**src/rtl/control_sequencer.sv**
```systemverilog
// Instruction sequencer: latches one instruction per handshake into IR, then walks
// IDLE -> T1 [-> T2 -> T3] -> IDLE, decoding register, ALU, PC and immediate
// controls combinationally from the current step and IR.
module control_sequencer #(
  parameter int unsigned NREGS      = 8,
  parameter int unsigned REG_BITS   = 3,
  parameter int unsigned INSTR_W    = 16,
  parameter int unsigned DATA_W     = 16,
  parameter int unsigned IMM_W      = 10,
  parameter bit          IMM_SIGNED = 1'b0
) (
  input  logic               clock,
  input  logic               resetn,
  input  logic               instr_valid,
  input  logic [INSTR_W-1:0] instr_in,
  output logic               instr_ready,
  output logic [NREGS-1:0]   rin,
  output logic [NREGS-1:0]   rout,
  output logic               gin,
  output logic               gout,
  output logic               a_in,
  output logic               addsub,
  output logic               xorctrl,
  output logic               pcin,
  output logic               pcout,
  output logic               ctrl_out,
  output logic [DATA_W-1:0]  imm_out,
  output logic               done,
  output logic               illegal
);

  typedef enum logic [1:0] {StIdle, StT1, StT2, StT3} state_e;

  typedef enum logic [2:0] {
    OpLd   = 3'b000,
    OpMv   = 3'b001,
    OpLdpc = 3'b010,
    OpBr   = 3'b011,
    OpSub  = 3'b100,
    OpAdd  = 3'b101,
    OpXor  = 3'b110,
    OpBad  = 3'b111
  } opcode_e;

  state_e               state_q, state_d;
  logic [INSTR_W-1:0]   ir_q;

  opcode_e              opcode;
  logic [REG_BITS-1:0]  rx, ry;
  logic [NREGS-1:0]     rx_oh, ry_oh;
  logic [IMM_W-1:0]     imm_field;
  logic                 is_alu, uses_ry, is_illegal;

  // Field extraction from the latched instruction only; instr_in is never decoded.
  assign opcode    = opcode_e'(ir_q[INSTR_W-1 -: 3]);
  assign rx        = ir_q[INSTR_W-4 -: REG_BITS];
  assign ry        = ir_q[INSTR_W-4-REG_BITS -: REG_BITS];
  assign imm_field = ir_q[IMM_W-1:0];
  assign rx_oh     = NREGS'(1) << rx;
  assign ry_oh     = NREGS'(1) << ry;

  assign is_alu     = (opcode == OpSub) || (opcode == OpAdd) || (opcode == OpXor);
  assign uses_ry    = is_alu || (opcode == OpMv);
  // Out-of-range register indices are only illegal where the opcode actually uses them.
  assign is_illegal = (opcode == OpBad) || (32'(rx) >= NREGS) ||
                      (uses_ry && (32'(ry) >= NREGS));

  assign imm_out = IMM_SIGNED ? DATA_W'($signed(imm_field)) : DATA_W'(imm_field);

  // State register with synchronous active-low reset.
  always_ff @(posedge clock) begin
    if (!resetn) begin
      state_q <= StIdle;
    end else begin
      state_q <= state_d;
    end
  end

  // Instruction register: loads only on an accepted handshake in IDLE.
  always_ff @(posedge clock) begin
    if (!resetn) begin
      ir_q <= '0;
    end else if ((state_q == StIdle) && instr_valid) begin
      ir_q <= instr_in;
    end
  end

  // Next-state: ALU instructions take three steps, everything else one.
  always_comb begin
    state_d = state_q;
    unique case (state_q)
      StIdle:  if (instr_valid) state_d = StT1;
      StT1:    state_d = (is_alu && !is_illegal) ? StT2 : StIdle;
      StT2:    state_d = StT3;
      StT3:    state_d = StIdle;
      default: state_d = StIdle;
    endcase
  end

  // Output decode from current step and IR.
  always_comb begin
    instr_ready = 1'b0;
    rin         = '0;
    rout        = '0;
    gin         = 1'b0;
    gout        = 1'b0;
    a_in        = 1'b0;
    addsub      = 1'b0;
    xorctrl     = 1'b0;
    pcin        = 1'b0;
    pcout       = 1'b0;
    ctrl_out    = 1'b0;
    done        = 1'b0;
    illegal     = 1'b0;
    unique case (state_q)
      StIdle: instr_ready = 1'b1;
      StT1: begin
        if (is_illegal) begin
          done    = 1'b1;
          illegal = 1'b1;
        end else begin
          unique case (opcode)
            OpLd: begin
              rin      = rx_oh;
              ctrl_out = 1'b1;
              done     = 1'b1;
            end
            OpMv: begin
              rin  = rx_oh;
              rout = ry_oh;
              done = 1'b1;
            end
            OpLdpc: begin
              rin   = rx_oh;
              pcout = 1'b1;
              done  = 1'b1;
            end
            OpBr: begin
              rout = rx_oh;
              pcin = 1'b1;
              done = 1'b1;
            end
            OpSub, OpAdd, OpXor: begin
              rout = rx_oh;
              a_in = 1'b1;
            end
            default: ;
          endcase
        end
      end
      StT2: begin
        rout    = ry_oh;
        gin     = 1'b1;
        addsub  = (opcode == OpSub);
        xorctrl = (opcode == OpXor);
      end
      StT3: begin
        gout = 1'b1;
        rin  = rx_oh;
        done = 1'b1;
      end
      default: ;
    endcase
  end

endmodule

```
**config.mk**
```make
export PLATFORM = sky130hd
export DESIGN_NAME = control_sequencer
export DESIGN_NICKNAME = d
export VERILOG_FILES = /design/src/rtl/control_sequencer.sv
export SDC_FILE = /design/constraint.sdc
export NUM_CORES = 1
export LEC_CHECK = 0
export ABC_CLOCK_PERIOD_IN_PS = 4450
export CORE_MARGIN = 2
export CORE_UTILIZATION = 45
export DETAILED_ROUTE_END_ITERATION = 8
export HOLD_SLACK_MARGIN = 0.1
export PLACE_DENSITY_LB_ADDON = 0.15
export SLEW_MARGIN = 0
export SYNTH_ARGS = -nofsm -noshare
export SYNTH_HDL_FRONTEND = slang
export SYNTH_SLANG_ARGS = --single-unit
```
**constraint.sdc**
```tcl
create_clock -name clock -period 4.45 [get_ports clock]
set_input_delay 0.89 -clock clock [delete_from_list [all_inputs] [get_ports clock]]
set_output_delay 0.89 -clock clock [all_outputs]
set_load 0.005 [all_outputs]
```
==> metrics.md <==
| Metric | Value |
|---|---|
| Syn_area_per_cell | 6.968 um2 |
| Vias in the first global route | 1288 |
| Max-Cap Viols | 0 |
| Worst-path clk slew | 0.10 ns |
| Port bufs | 55 |
| Worst hold path stage count | 2 |
| Final instance area | 0.001822 mm2 |
| # diodes | 0 |
| Placed Instances | 258 |
| Period utilization | 74.12% |
| Max VDD drop | 0.2280 mV |
| Pre-CTS setup slack | 1.517 ns |
| Fill cells | 250 |
| H-tree depth | 1 |
| Crit-path max cell delay | 0.53 ns |
| Setup crit start | state_q[0] |
| Crit Reg-Reg Endpoint | ir_q[11] |
| Initial antenna violation count | 0 |
| Worst Tran Pin Value | 0.5533 ns |
| CP max stage cell | clkdlybuf4s50_1 |
| Detailed Route WL | 3380 um |
| Grt met3 use | 2.418% |
| Vias/cell | 5.275 |
| Fin util | 64.94% |
| Die height | 58.95 um |
| Antenna-violating nets left | 0 |
| Vias | 1382 |
| Leak pwr | 0.6207 nW |
| Netlist cell types | 33 |
| Area grow syn2layout | 34.07% |
| WL per Instance | 12.90 um |
| DP Wirelength | 2646 um |
| CP arrival | 2.41 ns |
| Layout cell share with drive strength beyond 1 | 3.463% |
| Crit path required time | 3.56 ns |
| Residual DRC | 5 |
| Later-pin clock latency in the skew report | 0.29 ns |
| CP Cell Sequence | ha_1, inv_1, a31oi_1, o21ai_0, a21oi_1, clkdlybuf4s50_1 |
| # resized after CTS | 0 |
| Die width | 58.95 um |
| GRT Max-Usage Layer | met2 |
| Worst hold start | ir_q[0] |
| Startpoint types | register |
| Total power draw | 0.3940 mW |
| Failing checks | design-rule violations |
| Worst r2r src | state_q[0] |
| GR Layer Usage met1 | 26.29% |
| #FFs+latches synth | 18 |
| RSZ-0062 raised after global routing | no |
| Die area | 0.003475 mm2 |
| Initial Util | 48.44% |
| Slew HR | 62.94% |
| Register area | 360.3 um2 |
| Post-synthesis cell count | 195 |
| GR Overflow Total | 0 |
| Pwr Density | 216.3 mW/mm2 |
| Multi-input gate area | 817.0 um2 |
| Final hold vios | 0 |
| F_max | 0.3032 GHz |
| Critical path endpoint | rout[0] |
| Outcome | complete, but fails checks |
| Min-delay worst type | reg -> reg |
| Num ports | 62 |
| Clock skew | 0.002454 ns |
| Setup TNS | 0 ns |
| Worst setup margin | 1.152 ns |
| CTS tree | done |
| Pins over their slew limit | 0 |
| Total GRT Usage | 20.42% |
| Syn Std Cell Area | 0.001359 mm2 |
| Cell Count, Final, Fillers Out | 262 |
| Final hold slack | 0.4692 ns |
| Crit Path Max Fanout | 8 |
| Root buf cell | clkbuf_4 |
| Rows | 19 |
| Reg2reg setup slack | 2.85 ns |
| Final Setup Violations | 0 |
| Setup CP Type | reg -> out |
| Register area share after synthesis | 26.52% |
| Clock buffer depth | 2 |
| Drt initial violations | 73 |
| Yosys warns | 0 |
| Met2 usage in global routing | 35.71% |
| Final GP Congestion | 0.8599 |
| Setup bufs post-CTS | 0 |
| Worst-case reg-to-reg path depth | 5 |
| NumNets Final | 255 |
| First-pass GRT wire length | 5623 um |
| Setup crit end kind | output port |
| Clk sink count | 18 |
| CTS Buf Count | 3 |
| Core area | 0.002805 mm2 |
| DRT Pass-1 Iters | 6 |
| Final min period | 3.298 ns |
| DP Area | 0.001785 mm2 |
| Largest net degree at the start of global routing | 19 |
| # hold bufs at CTS | 0 |
[worst min-delay path by stage]
| stage | endpoint | slack, ns |
|---|---|---|
| 2_1_floorplan | ir_q[5] | 0.44 |
| 3_3_place_gp | ir_q[2] | 0.45 |
| 3_5_place_dp | ir_q[2] | 0.46 |
| 4_1_cts | ir_q[0] | 0.47 |
| 5_1_grt | ir_q[0] | 0.49 |
| 6_report | ir_q[0] | 0.47 |
[metal layers]
| metal | part of all wire, % | vias up |
|---|---|---|
| met5 | 0 | - |
| met2 | 50 | 52 |
| met1 | 44 | 622 |
| met3 | 4.9 | 4 |
| li1 | - | 704 |
| met4 | 1.1 | 0 |
[kinds of logic after synthesis]
| logic type | share of synthesized area, % |
|---|---|
| adders and majority gates | 3.683 |
| AOI/OAI and AO/OA | 23.30 |
| buffers and inverters | 14.73 |
| DFF | 26.52 |
| and+or+nand+nor | 31.49 |
| other | 0.2760 |
[synthesized netlist by cell type]
library cell,number,share of area (%)
and2_1,1,0.46
a21boi_0,15,8.3
dfxtp_1,18,27
nand3_1,2,0.74
conb_1,1,0.28
a21oi_1,10,3.7
or2_2,1,0.46
buf_6,1,0.83
clkbuf_2,1,0.37
nand4_1,2,0.92
ha_1,4,3.7
a21boi_1,2,1.1
a21o_1,1,0.55
nor2_1,17,4.7
nor2b_1,4,1.8
a31oi_1,6,2.8
clkbuf_1,6,1.7
nor3b_4,1,1.4
inv_1,5,1.4
nand2b_1,8,3.7
nor3_1,6,2.2
or3_1,1,0.46
o21ai_0,10,3.7
buf_4,17,9.4
a21oi_4,1,1.2
nor3b_1,2,1.1
a21bo_2,1,0.74
o2111ai_1,2,1.3
nand2_1,43,12
nand3b_1,1,0.55
buf_2,3,1.1
nor4_1,1,0.46
nand4b_1,1,0.64
[report_power, final]
part	switching, mW	total (mW)	leakage [nW]	internal, mW
clock network	0.0473	0.0971	0.0210	0.0498
registers	0.0193	0.191	0.148	0.172
logic	0.0483	0.106	0.452	0.0573
[flip-flops by register name, summed over array words and instances, names as in the netlist, named ones only]
| signal | cells |
|---|---|
| state_q | 1 |
| ir_q | 16 |
[cells in the final DEF (no fill, tap or decap), types with 2 or more instances in the layout]
cell type / count
nor3_1: 6
a21boi_0: 15
a21boi_1: 2
dfxtp_1: 18
nor2b_1: 4
nor2_1: 17
nand2_1: 43
conb_1: 6
inv_1: 5
a31oi_1: 6
nand4_1: 2
clkdlybuf4s50_1: 55
nor3b_1: 2
clkbuf_4: 3
nand2b_1: 8
o2111ai_1: 2
o21ai_0: 10
a21oi_1: 10
nand3_1: 2
ha_1: 4
[critical path: cells and delay by family, from the launching register on]
| family | cells | cell delay [ns] |
|---|---|---|
| flops | 1 | 0.43 |
| fa+ha+maj | 1 | 0.27 |
| compound gates | 3 | 0.79 |
| buf+inv | 2 | 0.63 |
[area by class of cell]
| type | count | share of cell area, % |
|---|---|---|
| inverters | 5 | 1.030 |
| multi-input cells | 149 | 44.85 |
| repair buffers | 55 | 30.22 |
| clock buffers | 4 | 1.992 |
| flip-flops and latches | 18 | 19.78 |
| well taps | 31 | 2.129 |
Note: power is estimated with default switching activity, not from simulation.
